--- src/rtl/pokemon_pkg.sv ---
// Shared constants and helpers for the Pokemon arena blocks.
package pokemon_pkg;

    localparam int unsigned SCREEN_W     = 96;
    localparam int unsigned SCREEN_H     = 64;
    localparam int unsigned X_W          = 7;
    localparam int unsigned Y_W          = 6;

    localparam int unsigned SLOTS_DEF    = 12;
    localparam int unsigned STEP_DEF     = 2;
    localparam int unsigned COOLDOWN_DEF = 8;

    // Widest slot_x bus the unpack helper accepts; narrower buses are zero-extended.
    localparam int unsigned MAX_SLOTS    = 32;
    localparam int unsigned BUS_MAX      = X_W * MAX_SLOTS;

    // Extract slot i's leftX from a packed slot_x bus.
    function automatic logic [X_W-1:0] slot_x_of(input logic [BUS_MAX-1:0] vec,
                                                  input int unsigned        i);
        return vec[X_W*i +: X_W];
    endfunction

endpackage

--- src/rtl/lowest_free_slot.sv ---
// Priority encoder: index of the lowest slot whose enable is clear.
module lowest_free_slot
    import pokemon_pkg::*;
#(
    parameter int unsigned SLOTS = SLOTS_DEF
) (
    input  logic [SLOTS-1:0]                           i_slot_en,
    output logic [((SLOTS > 1) ? $clog2(SLOTS) : 1)-1:0] o_idx_c,
    output logic                                       o_any_free_c
);

    localparam int unsigned IDX_W = (SLOTS > 1) ? $clog2(SLOTS) : 1;

    // Scan high to low so the lowest free index is the last one written.
    always_comb begin
        o_idx_c      = '0;
        o_any_free_c = 1'b0;
        for (int i = int'(SLOTS) - 1; i >= 0; i--) begin
            if (!i_slot_en[i]) begin
                o_idx_c      = IDX_W'(i);
                o_any_free_c = 1'b1;
            end
        end
    end

endmodule

--- src/rtl/projectile_pool.sv ---
// One player's projectile slots: spawn on shoot edge, move per tick, retire on exit or hit.
module projectile_pool
    import pokemon_pkg::*;
#(
    parameter int unsigned    SLOTS    = SLOTS_DEF,
    parameter bit             DIR      = 1'b0,
    parameter logic [X_W-1:0] X_SPAWN  = 7'd22,
    parameter logic [X_W-1:0] X_LIMIT  = 7'd90,
    parameter int unsigned    STEP     = STEP_DEF,
    parameter int unsigned    COOLDOWN = COOLDOWN_DEF
) (
    input  logic                 clk_50Hz,
    input  logic                 reset_n,
    input  logic                 shoot,
    input  logic                 shooter_alive,
    input  logic [SLOTS-1:0]     hit_clear,
    output logic [SLOTS-1:0]     slot_en,
    output logic [X_W*SLOTS-1:0] slot_x,
    output logic                 shot_fired,
    output logic                 shot_dropped,
    output logic [7:0]           shots_total
);

    localparam int unsigned IDX_W  = (SLOTS > 1) ? $clog2(SLOTS) : 1;
    localparam int unsigned CD_W   = (COOLDOWN > 0) ? $clog2(COOLDOWN + 1) : 1;
    localparam logic [7:0]  STEP8  = 8'(STEP);
    localparam logic [7:0]  LIMIT8 = {1'b0, X_LIMIT};

    logic [SLOTS-1:0] r_slot_en;
    logic [X_W-1:0]   r_x [SLOTS];
    logic             r_fired;
    logic             r_dropped;
    logic [7:0]       r_total;
    logic [CD_W-1:0]  r_cd;
    logic             r_shoot_q;

    logic [SLOTS-1:0] w_slot_en_n;
    logic [X_W-1:0]   w_x_n [SLOTS];
    logic             w_fired_n;
    logic             w_dropped_n;
    logic [7:0]       w_total_n;
    logic [CD_W-1:0]  w_cd_n;

    logic [IDX_W-1:0] w_idx;
    logic             w_any_free;
    logic             w_req;
    logic             w_accept;
    logic [7:0]       w_cur;
    logic [7:0]       w_next;
    logic             w_exit;

    // Allocation is judged on the registered enables, so slots retiring this cycle stay busy.
    lowest_free_slot #(
        .SLOTS (SLOTS)
    ) u_free (
        .i_slot_en    (r_slot_en),
        .o_idx_c      (w_idx),
        .o_any_free_c (w_any_free)
    );

    assign w_req    = shoot & ~r_shoot_q;
    assign w_accept = w_req & shooter_alive & (r_cd == '0);

    // Next-state: movement, exits and clears first, then spawn into a free slot.
    always_comb begin
        w_slot_en_n = r_slot_en;
        w_x_n       = r_x;
        w_fired_n   = 1'b0;
        w_dropped_n = 1'b0;
        w_total_n   = r_total;
        w_cd_n      = (r_cd != '0) ? (r_cd - CD_W'(1)) : r_cd;
        w_cur       = '0;
        w_next      = '0;
        w_exit      = 1'b0;

        for (int i = 0; i < int'(SLOTS); i++) begin
            if (r_slot_en[i]) begin
                if (hit_clear[i]) begin
                    w_slot_en_n[i] = 1'b0;
                end else begin
                    w_cur = {1'b0, r_x[i]};
                    if (DIR == 1'b0) begin
                        w_next = w_cur + STEP8;
                        w_exit = (w_next > LIMIT8);
                    end else begin
                        w_next = w_cur - STEP8;
                        w_exit = (w_cur < STEP8) || (w_next < LIMIT8);
                    end
                    if (w_exit) begin
                        w_slot_en_n[i] = 1'b0;
                    end else begin
                        w_x_n[i] = w_next[X_W-1:0];
                    end
                end
            end
        end

        if (w_accept) begin
            if (w_any_free) begin
                w_slot_en_n[w_idx] = 1'b1;
                w_x_n[w_idx]       = X_SPAWN;
                w_cd_n             = CD_W'(COOLDOWN);
                w_fired_n          = 1'b1;
                w_total_n          = r_total + 8'd1;
            end else begin
                w_dropped_n = 1'b1;
            end
        end
    end

    // State register; edge detector resets high so a held button does not fire.
    always_ff @(posedge clk_50Hz or negedge reset_n) begin
        if (!reset_n) begin
            r_slot_en <= '0;
            r_x       <= '{default: '0};
            r_fired   <= 1'b0;
            r_dropped <= 1'b0;
            r_total   <= '0;
            r_cd      <= '0;
            r_shoot_q <= 1'b1;
        end else begin
            r_slot_en <= w_slot_en_n;
            r_x       <= w_x_n;
            r_fired   <= w_fired_n;
            r_dropped <= w_dropped_n;
            r_total   <= w_total_n;
            r_cd      <= w_cd_n;
            r_shoot_q <= shoot;
        end
    end

    // Pack per-slot leftX onto the renderer bus.
    always_comb begin
        slot_x = '0;
        for (int i = 0; i < int'(SLOTS); i++) begin
            slot_x[X_W*i +: X_W] = r_x[i];
        end
    end

    assign slot_en      = r_slot_en;
    assign shot_fired   = r_fired;
    assign shot_dropped = r_dropped;
    assign shots_total  = r_total;

endmodule

--- config.mk ---
export PLATFORM = sky130hd
export DESIGN_NAME = projectile_pool
export DESIGN_NICKNAME = d
export VERILOG_FILES = /design/src/rtl/pokemon_pkg.sv /design/src/rtl/lowest_free_slot.sv /design/src/rtl/projectile_pool.sv
export SDC_FILE = /design/constraint.sdc
export NUM_CORES = 1
export LEC_CHECK = 0
export ABC_AREA = 1
export BUFFER_PORTS_ARGS = -buffer_cell sky130_fd_sc_hd__buf_4
export CORE_ASPECT_RATIO = 1.75
export CORE_MARGIN = 2
export CORE_UTILIZATION = 34
export CTS_CLUSTER_SIZE = 10
export DETAILED_ROUTE_END_ITERATION = 7
export GPL_TIMING_DRIVEN = 1
export PLACE_DENSITY_LB_ADDON = 0.2
export SLEW_MARGIN = 20
export SYNTH_ARGS = -nofsm -noshare
export SYNTH_HDL_FRONTEND = slang
export SYNTH_SLANG_ARGS = --single-unit
--- constraint.sdc ---
create_clock -name clk_50Hz -period 2.9 [get_ports clk_50Hz]
set_input_delay 0.29 -clock clk_50Hz [delete_from_list [all_inputs] [get_ports clk_50Hz]]
set_output_delay 0.29 -clock clk_50Hz [all_outputs]
set_load 0.01 [all_outputs]
# Word-level counts from Yosys, hierarchy flattened

Cells that the tools add are included.
Widths: inputs -> output; s select.

Input port bits: 16
Register bits: 111

Mux-type cells: 135
Add/sub/neg operators: 14
Magnitude comparators: 16
Bitwise logic cells: 9
Reductions and logical operators: 5

Operators with widths:

| cell                | count |
|---|---|
| $mux 7              | 37 |
| $mux 84             | 2 |
| $add 7x2->8 const B | 12 |
| $gt 8x7->1 const B  | 12 |
| $mux 1              | 77 |
| $mux 4              | 15 |
| $and 48x48->48      | 1 |
| $not 48->48         | 1 |
| $or 36x36->36       | 1 |
| $demux 7 s4         | 1 |
| $mux 12             | 2 |
| $or 12x12->12       | 1 |
| $add 8x1->8 const B | 1 |
| $ge 5x5->1 const B  | 1 |
| $lt 4x5->1 const B  | 1 |
| $lt 5x1->1 const B  | 1 |
| $not 4->5           | 1 |
| $demux 1 s4         | 1 |
| $ge 4x1->1 const B  | 1 |
| $logic_not 4->1     | 1 |
| $reduce_bool 4->1   | 1 |
| $sub 4x1->4 const B | 1 |
| $and 1x1->1         | 3 |
| $logic_and 1x1->1   | 2 |
| other kinds (2)     | 2 |

# Depth between registers and ports, before layout

Gate-level depths: netlist of run 1.

Depth after elaboration: 21
Depth in mapped cells: 15
Mapped depth without buffers: 15

# Cells and area by module

Synthesis of run 1 repeated with hierarchy kept, for this count alone.

Cell total of the unflattened synthesis: 907
Area, all modules: 6687.7 sq um

Modules (own cells, without submodules):

| module           | times used | area an instance (sq um) | cells an instance |
|---|---|---|---|
| projectile_pool  | 1          | 6568.8                   | 881 |
| lowest_free_slot | 1          | 118.9                    | 26 |

# Least setup slack after synthesis of run 1

No wires, ideal clock.

Path kind: register -> register
From: reg r_x (netlist bit slot_x[8])
To: reg r_x (netlist bit slot_x[11])
Setup time: 0.122 ns
Slack: 1.189 ns
Arrival time: 1.589 ns
Cell stages (with the launch flop): 10
Path buffers: 0
Clock period less this slack: 1.711 ns
Path through: dfrtp_1 ha_1 o21bai_1 nand2_1 o21ai_0 nand2_1 nand3_4 nor2_1 xor2_1 nand2_1

RTL lines:

| element                | line                   | text |
|---|---|---|
| from (decl)            | projectile_pool.sv:30  | `logic [X_W-1:0] r_x [SLOTS];` |
| from (signal assigned) | projectile_pool.sv:123 | `r_x <= w_x_n;` |

==> results of run 1 <==
-- metal layers --
layer,GRT usage (%),part of all wire [%],up-vias
li1,-,-,2988
met1,19.0,39,2726
met2,32.1,56,85
met3,2.20,3.1,16
met4,5.65,1.8,0
met5,0,0,-
-- power groups by stage --
| stage | logic, mW | clock network, mW | registers (mW) |
|---|---|---|---|
| 6_report | 0.523 | 1.31 | 1.73 |
| 5_1_grt | 0.608 | 1.43 | 1.74 |
| 4_1_cts | 0.535 | 1.37 | 1.73 |
| 3_5_place_dp | 0.532 | 0 | 1.76 |
| 3_3_place_gp | 0.524 | 0 | 1.76 |
| 2_1_floorplan | 0.318 | 0 | 1.76 |
-- flip-flops by register name, indices dropped and copies added (netlist names) --
register and cells:
r_cd 4, r_shoot_q 1, shot_dropped 1, shot_fired 1, shots_total 8, slot_en 12
slot_x 84
-- synth_stat cells (2+ instances only) --
cell / number / share of area (%)
o21ai_4: 2 / 0.49
o21ai_2: 2 / 0.26
a21oi_1: 17 / 1.3
nor3_1: 5 / 0.38
a21o_1: 2 / 0.23
xnor2_1: 7 / 0.92
dfrtp_1: 110 / 41
ha_1: 14 / 2.6
o21ai_1: 13 / 0.98
nor2_1: 67 / 3.8
nor2_2: 4 / 0.38
nand4_2: 5 / 0.94
nand4_1: 26 / 2.4
nand3_1: 64 / 4.8
nand3_4: 7 / 1.8
nand3b_1: 2 / 0.23
nor3_4: 2 / 0.49
a21oi_4: 2 / 0.49
buf_2: 3 / 0.23
a21boi_4: 2 / 0.56
o21ai_0: 28 / 2.1
inv_1: 162 / 9.2
nand3_2: 2 / 0.30
xor2_1: 29 / 3.8
nor2_4: 2 / 0.34
nand2_2: 8 / 0.75
nand2_1: 255 / 14
o21bai_1: 4 / 0.45
nand4_4: 2 / 0.64
inv_2: 3 / 0.17
nand2_4: 3 / 0.51
o211ai_1: 4 / 0.45
-- layout make-up --
cell class              count  area, um2  area share, %
clock inverters             5       75.1          0.918
inverters                 167        633           7.75
clock buffers               9        225           2.76
multi-input cells         588       3210           39.2
flip-flops and latches    111       2780           34.0
repair buffers            125        953           11.7
well taps                 241        302           3.69
-- repair_timing --
action | CTS | global route
gates resized for setup | 0 | 0
endpoints found under the hold margin | 25 | 0
buffers inserted | 0 | 0
hold buffers | 1 | 0
-- cell families (layout without fill, tap and decap cells) --
family | Yosys count | in the layout | share of synthesized area, %
simple gates | 459 | 459 | 33.0
xor+xnor | 36 | 36 | 4.74
compound gates | 79 | 79 | 7.85
buf+inv | 171 | 306 | 9.92
fa+ha+maj | 14 | 14 | 2.64
flops | 111 | 111 | 41.8
-- worst paths after layout --
check / slack [ns] / start / to / cells past startpoint
worst min register to register: 0.48 / shots_total[7] / shots_total[7] / 1
worst max register to register: 0.99 / r_cd[0] / slot_x[45] / 11
worst max-delay path: 0.99 / r_cd[0] / slot_x[45] / 11
max in group asynchronous: 1.81 / reset_n / r_shoot_q / 3
worst min-delay path: 0.07 / shoot / r_shoot_q / 1
min in group asynchronous: 0.41 / reset_n / slot_x[28] / 2
-- per-stage QoR --
| step | utilization, % | area, um2 | setup slack [ns] |
|---|---|---|---|
| finish | 42.6 | 8170 | 0.987 |
| global route | 42.6 | 8170 | 0.762 |
| CTS | 42.6 | 8170 | 0.931 |
| detailed placement | 41.0 | 7860 | 0.947 |
| global placement | 41.0 | 7860 | 0.954 |
| floorplan | - | 6650 | 1.19 |
==> results by stage, run 1 <==
Outcome:
- The run finished with clean final reports.

Detailed routing:
- In the routed design, unresolved DRC markers number 0.
- The number of nets still failing antenna checks after routing is 0.
- The per-cell routed wire length is 13.1 um.
- The number of iterations in the first detailed-routing pass is 4.
- The final route contains slightly below 6000 vias.
- The DRC marker count from the first detailed-route iteration is 205.
- The final layout contains routed wiring with a total length of between 15000 and 20000 um.
- The vias per cell is ~4.7.

Pwr:
- The internal power of the cells totals between 2 and 3 mW.
- The part of the total power dissipated in the clock network is 36.8%.
- The maximum vdd ir drop is around 0.34 mV.
- Of the total power, the share spent switching nets is a little over a quarter.
- Summed over all cells, the static leakage comes to roughly 4.5 nW.
- The switching power is 0.960 mW.
- For this design the ratio of total power to cell area is between 400 and 500 nW/um2.
- The combinational fraction of design power is 14.7%.
- The power consumption is approximately 3.6 mW.
- In this run, flip-flops and latches consume between 40% and 50% of the power.

Setup path:
- The count of buffer and inverter cells on the critical path is 4.
- The worst setup path is of the reg -> reg kind.
- The maximum fanout count along the critical path is 7.
- STA classifies the critical path startpoint as a flip-flop.
- The cell family with the largest share of critical-path delay is simple AND/OR/NAND/NOR gates.
- The maximum single-stage delay on the critical path is between 0.3 and 0.4 ns.
- The worst setup path is captured at a flip-flop.
- The cell with the largest stage delay on the worst path is dfrtp_1.
- Walking the worst path, the cells encountered are inv_1, ha_1, nand2_1, nor2_4, nand3_4, clkinv_2, nand2_1, inv_2, nand3_1, inv_1, nor2_1.
- The data required time of the critical path is 3.14 ns.
- For the worst setup path, the data arrival time is approximately 2.2 ns.

Placed design:
- The sum of net half-perimeters after detailed placement is approximately 13000 um.
- The global placer's final weighted congestion is 0.804.
- Once placement completed, the tool counted placed cells totaling around 1200.
- In this run the tool buffered the top-level ports with between 100 and 150 buffer cells.

Floorplan:
- The vertical extent of the die is 189 um.
- The placement row count is 67.
- The initial cell density of the core is 34.6%.
- Pin placement for this block handled 122 I/O pins.
- The width of the chip is 110 um.
- In this run the standard cell core region covers about 19000 um2.
- The area of the die is slightly above 20000 um2.

Clocking:
- TritonCTS built the clock tree.
- Clock tree synthesis found a total of between 100 and 150 sinks.
- Counting along the longest clock path gives a buffer depth of 2.
- The clock root buffer is clkbuf_16.
- CTS built an H-tree with a depth of 3.
- The clock transition time at the flip-flop clock pins of the worst setup and hold paths is about 0.07 ns.
- The TritonCTS buffer count is 9.
- The insertion delay of the later-clocked pin in the worst-skew pair is 0.35 ns.

Synthesis:
- In the synthesized netlist the dominant register cell turns out to be dfrtp_1.
- Synthesis produced 870 cells.
- The count of flip-flops with a built-in enable after synthesis is 0.
- The cell area that synthesis handed to floorplanning was between 6000 and 7000 um2.
- The proportion of register bits with asynchronous set or reset after synthesis is 100%.
- In this run the mean area of a mapped cell was ~7.6 um2.
- The share of the Yosys chip area taken by registers is a little over two fifths.
- The count of cell types in the netlist is between 40 and 50.
- Synthesis inferred between 100 and 150 register bits.
- The net count after synthesis is 900.
- Yosys printed 0 warnings.

Hold path:
- The class of the most critical hold timing path is in -> reg.

Layout:
- The library cells used most frequently in the layout, excluding fill and tap cells, are 255 x nand2_1, 162 x inv_1, 123 x buf_4.
- The most frequent standard cell in the layout excluding fill and tap cells is nand2_1.
- The non-filler instance count after layout is between 1000 and 1500.
- In the final design database the tool counted ~1000 nets.
- The layout overhead on the synthesized area is 23.0%.
- The number of antenna diodes in the final layout is 0.
- The fraction of final layout cells with drive strength greater than 1 is 18.9%.
- Counting the fill cells in the layout gives a little over 2000.

STA:
- The setup TNS is 0 ns.
- The total setup violations reported at the end of the flow is 0.
- The final critical delay including setup and external delays is about 1.9 ns.
- Of the available clock period, the critical path in the final layout requires between 60% and 70%.
- Setup repair after global routing left no endpoint under its margin.
- The final count of pins violating max slew is 0.
- The transition time at the pin with the least slew margin is about 0.4 ns.
- The final hold violation count was 0.
- The final setup skew is 0.00799 ns.
- The worst pin sits at a relative slew slack of 73.2%.
- For this run, the top clock speed supported by timing is 523 MHz.
- The worst hold-check slack is ~0.069 ns.

GRT:
- The wire length of the first global-routing pass is about 28000 um.
- After global routing the overflow that remains totals 0.
- In the global route stage, overall resource usage came out at 17.0%.
- The via count of the first global-routing pass came to 5807.
- The initial antenna violation count was 0.
- Entering global routing, the biggest net connects 62 pins.

Job:
- Across the run, the number of max-cap violations was 0.
Power figures use the tool's default switching activity.
==> run 2, diff against run 1 <==
Clock period 2.9 ns to 1.6 ns, I/O delays scaled along.
==> run 2 against run 1 <==
The run now ends with setup timing left. Cell area up 32%. Sequential power is 80% higher. Die area stayed put. Critical path type unchanged. Final cell count increased by 14%. Sequential cell count did not move. Hold slack improved by 0.15 ns. Combinational power increased to 2.8 times the previous value. Setup slack worse by 1.1 ns. Register-to-register slack got worse by 1.1 ns. Utilization grew 14 points. Clock skew increased by 0.0039 ns.
==> results by stage, run 2 (synthesis results as in run 1) <==
Detailed routing:
- The DRC marker count from the first detailed-route iteration is roughly 190.
- The detailed-route via count is 6615.
- For this run, the detailed router's first-pass iteration total came to 4.
- In the routed layout, each cell is associated on average with a via count of roughly 4.6.
- The per-cell routed wire length is roughly 13 um.
- The number of remaining DRC errors is 0.
- The total wire length after detailed routing is 19200 um.
- In this run the remaining antenna-violating nets after routing total 0.

STA:
- The final hold violation count is 0.
- The total setup violations reported at the end of the flow is 66.
- For the pin with the worst max-slew slack, the measured transition is 0.467 ns.
- The headroom to the max-slew limit is ~69%.
- Across all setup checks in the final design, the least slack found is -0.120 ns.
- The top achievable clock speed is a little under 600 MHz.
- The worst path in the final design needs a cycle of roughly 1.7 ns, including I/O delays and setup.
- In the finished design, the share of the clock period the worst path needs comes to 108%.
- The final count of pins violating max slew is 0.
- Setup repair after global routing could not meet its margin everywhere.
- Across the routed clock network, the largest skew measured is around 0.012 ns.

Layout:
- The area growth from synthesis to layout is 62.2%.
- The repair_antennas step left the layout with diodes totalling 0.
- Leaving out fill and tap cells, the most frequent cell in the layout is buf_4.
- The register with the most flip-flops in the layout has 84 of them.
- The final layout contains 1207 nets.
- The final core utilization is roughly 56%.
- The fraction of final layout cells with drive strength greater than 1 is 49.9%.
- The library cells used most frequently in the layout, excluding fill and tap cells, are 255 x buf_4, 182 x nand2_1, 141 x inv_1.
- The non-filler instance count after layout is 1423.

Floorplan:
- The placement row count is 67.
- The vertical extent of the die is between 150 and 200 um.
- The width of the chip is between 100 and 150 um.
- For this configuration, the core starts out at a cell density of between 30% and 40%.
- The area of the die is approximately 21000 um2.
- The number of top-level design ports is 122.
- The core region is approximately 19000 um2.

Clocking:
- The clock tree synthesis step divided the H-tree into 3 levels.
- TritonCTS built the clock tree.
- Counting the buffers created by CTS gives 9.
- Clock latency on the worst-skew pair, taken at its later pin, is between 0.3 and 0.4 ns.
- The root buffer cell chosen for the clock tree is clkbuf_16.
- The clock passes through at most 2 buffers.
- The clock sink count is between 100 and 150.
- After clock tree synthesis, the clock-pin slew on the worst setup and hold paths is around 0.08 ns.

Setup path:
- The maximum single-stage delay on the critical path is 0.45 ns.
- Traced cell by cell, the critical path runs through ha_4, nand3_4, xor2_1, o21ai_1, nand2_1, nand3_4, inv_1, nand2_1, o21ai_1, nand2_1.
- STA classifies the critical path endpoint as a flip-flop.
- The critical path class is reg -> reg.
- The slowest stage of the critical path belongs to the cell dfrtp_2.
- The maximum fanout count along the critical path is 7.
- At the worst endpoint, the arrival time is roughly 2.0 ns.
- The library cell appearing most often on the critical path is nand2_1.
- The critical path startpoint category is a flip-flop.
- The cell family with the largest share of critical-path delay is simple AND/OR/NAND/NOR gates.
- The data required time of the critical path is ~1.8 ns.
- The number of buffers and inverters on the critical path is 1.

GRT:
- The wire length of the first global-routing pass is slightly above 30000 um.
- The leftover overflow at the end of global routing is 0.
- The via count of the first global-routing pass is between 6000 and 7000.
- The initial antenna violation count is 0.
- Entering global routing, the biggest net connects 48 pins.
- Global routing consumed, over all layers together, between 15 and 20% of the routing resources.

Pwr:
- Power spread over the standard cell area amounts to roughly 640 nW/um2.
- Across the VDD grid, the largest voltage drop is roughly 0.50 mV.
- For this design the static power due to leakage is roughly 5.6 nW.

Job:
- The number of max-cap violations is 0.

Hold path:
- The class of the most critical hold timing path is in -> reg.

Placed design:
- The count of placed standard cells including taps is 1367.
- Buffers placed on the I/O ports in this run total 121.
- The global placer's final weighted congestion is 0.844.
- The wire-length estimate of the detail-placed layout is approximately 14000 um.

Outcome:
- The checks that failed: setup timing.
- The flow ran to the end, but the final reports show violations.
## run 2: cell type report
class	instances	area (um2)
clock buffers	10	229
clock inverters	6	70.1
fillers	1827	8420
inverters	167	659
multi-input cells	590	4250
flip-flops and latches	111	2820
well taps	241	302
repair buffers	298	2450
## run 2: stage by stage
stage | power, mW | cell area (um2) | setup TNS [ns] | hold WS (ns) | setup WS [ns]
2_1_floorplan | 3.80 | 6840 | -0.0998 | -0.136 | -0.0315
3_3_place_gp | 4.32 | 9100 | -3.08 | 0.104 | -0.0990
3_5_place_dp | 4.35 | 9100 | -5.49 | 0.108 | -0.142
4_1_cts | 6.90 | 9830 | -2.64 | 0.187 | -0.124
5_1_grt | 7.30 | 10800 | -12.70 | 0.209 | -0.233
6_report | 6.90 | 10800 | -2.69 | 0.215 | -0.120
## run 2: repair_timing
| item | CTS | global route |
|---|---|---|
| pin swaps | 42 | 80 |
| endpoints found under the hold margin | 23 | 0 |
| endpoints found under the setup margin | 92 | 103 |
| gates cloned | 3 | 0 |
| resized for setup | 73 | 219 |
| hold buffers | 2 | 0 |
| setup buffers | 12 | 24 |
## run 2: power by group
group | leakage [nW] | total (mW) | switching, mW | internal (mW)
Clock | 0.147 | 2.31 | 1.08 | 1.23
Sequential | 1.32 | 3.12 | 0.164 | 2.96
Combinational | 4.17 | 1.46 | 0.759 | 0.704
## run 2: worst min-delay path: stages
cell	delay, ns
buf_4	0.08
nor2_1	0.09
nand3_2	0.14
nand2_1	0.06
## run 2: routing by layer
layer | wire (um) | part of all wire [%] | vias up | global-route usage (%)
li1 | - | - | 3343 | -
met1 | 7150 | 37 | 3167 | 19.5
met2 | 11200 | 58 | 89 | 35.6
met3 | 447 | 2.3 | 16 | 2.13
met4 | 372 | 1.9 | 0 | 6.33
met5 | 0 | 0 | - | 0
## run 2: path summary, 6_finish.rpt
check / from / to / slack (ns) / depth (start not counted)
worst max-delay path: slot_x[58] / slot_x[60] / -0.12 / 10
worst min-delay path: hit_clear[0] / slot_en[0] / 0.21 / 4
worst max register to register: slot_x[58] / slot_x[60] / -0.12 / 10
worst min register to register: shots_total[7] / shots_total[7] / 0.50 / 1
max in group asynchronous: reset_n / r_shoot_q / 0.72 / 3
min in group asynchronous: reset_n / shots_total[6] / 0.25 / 2
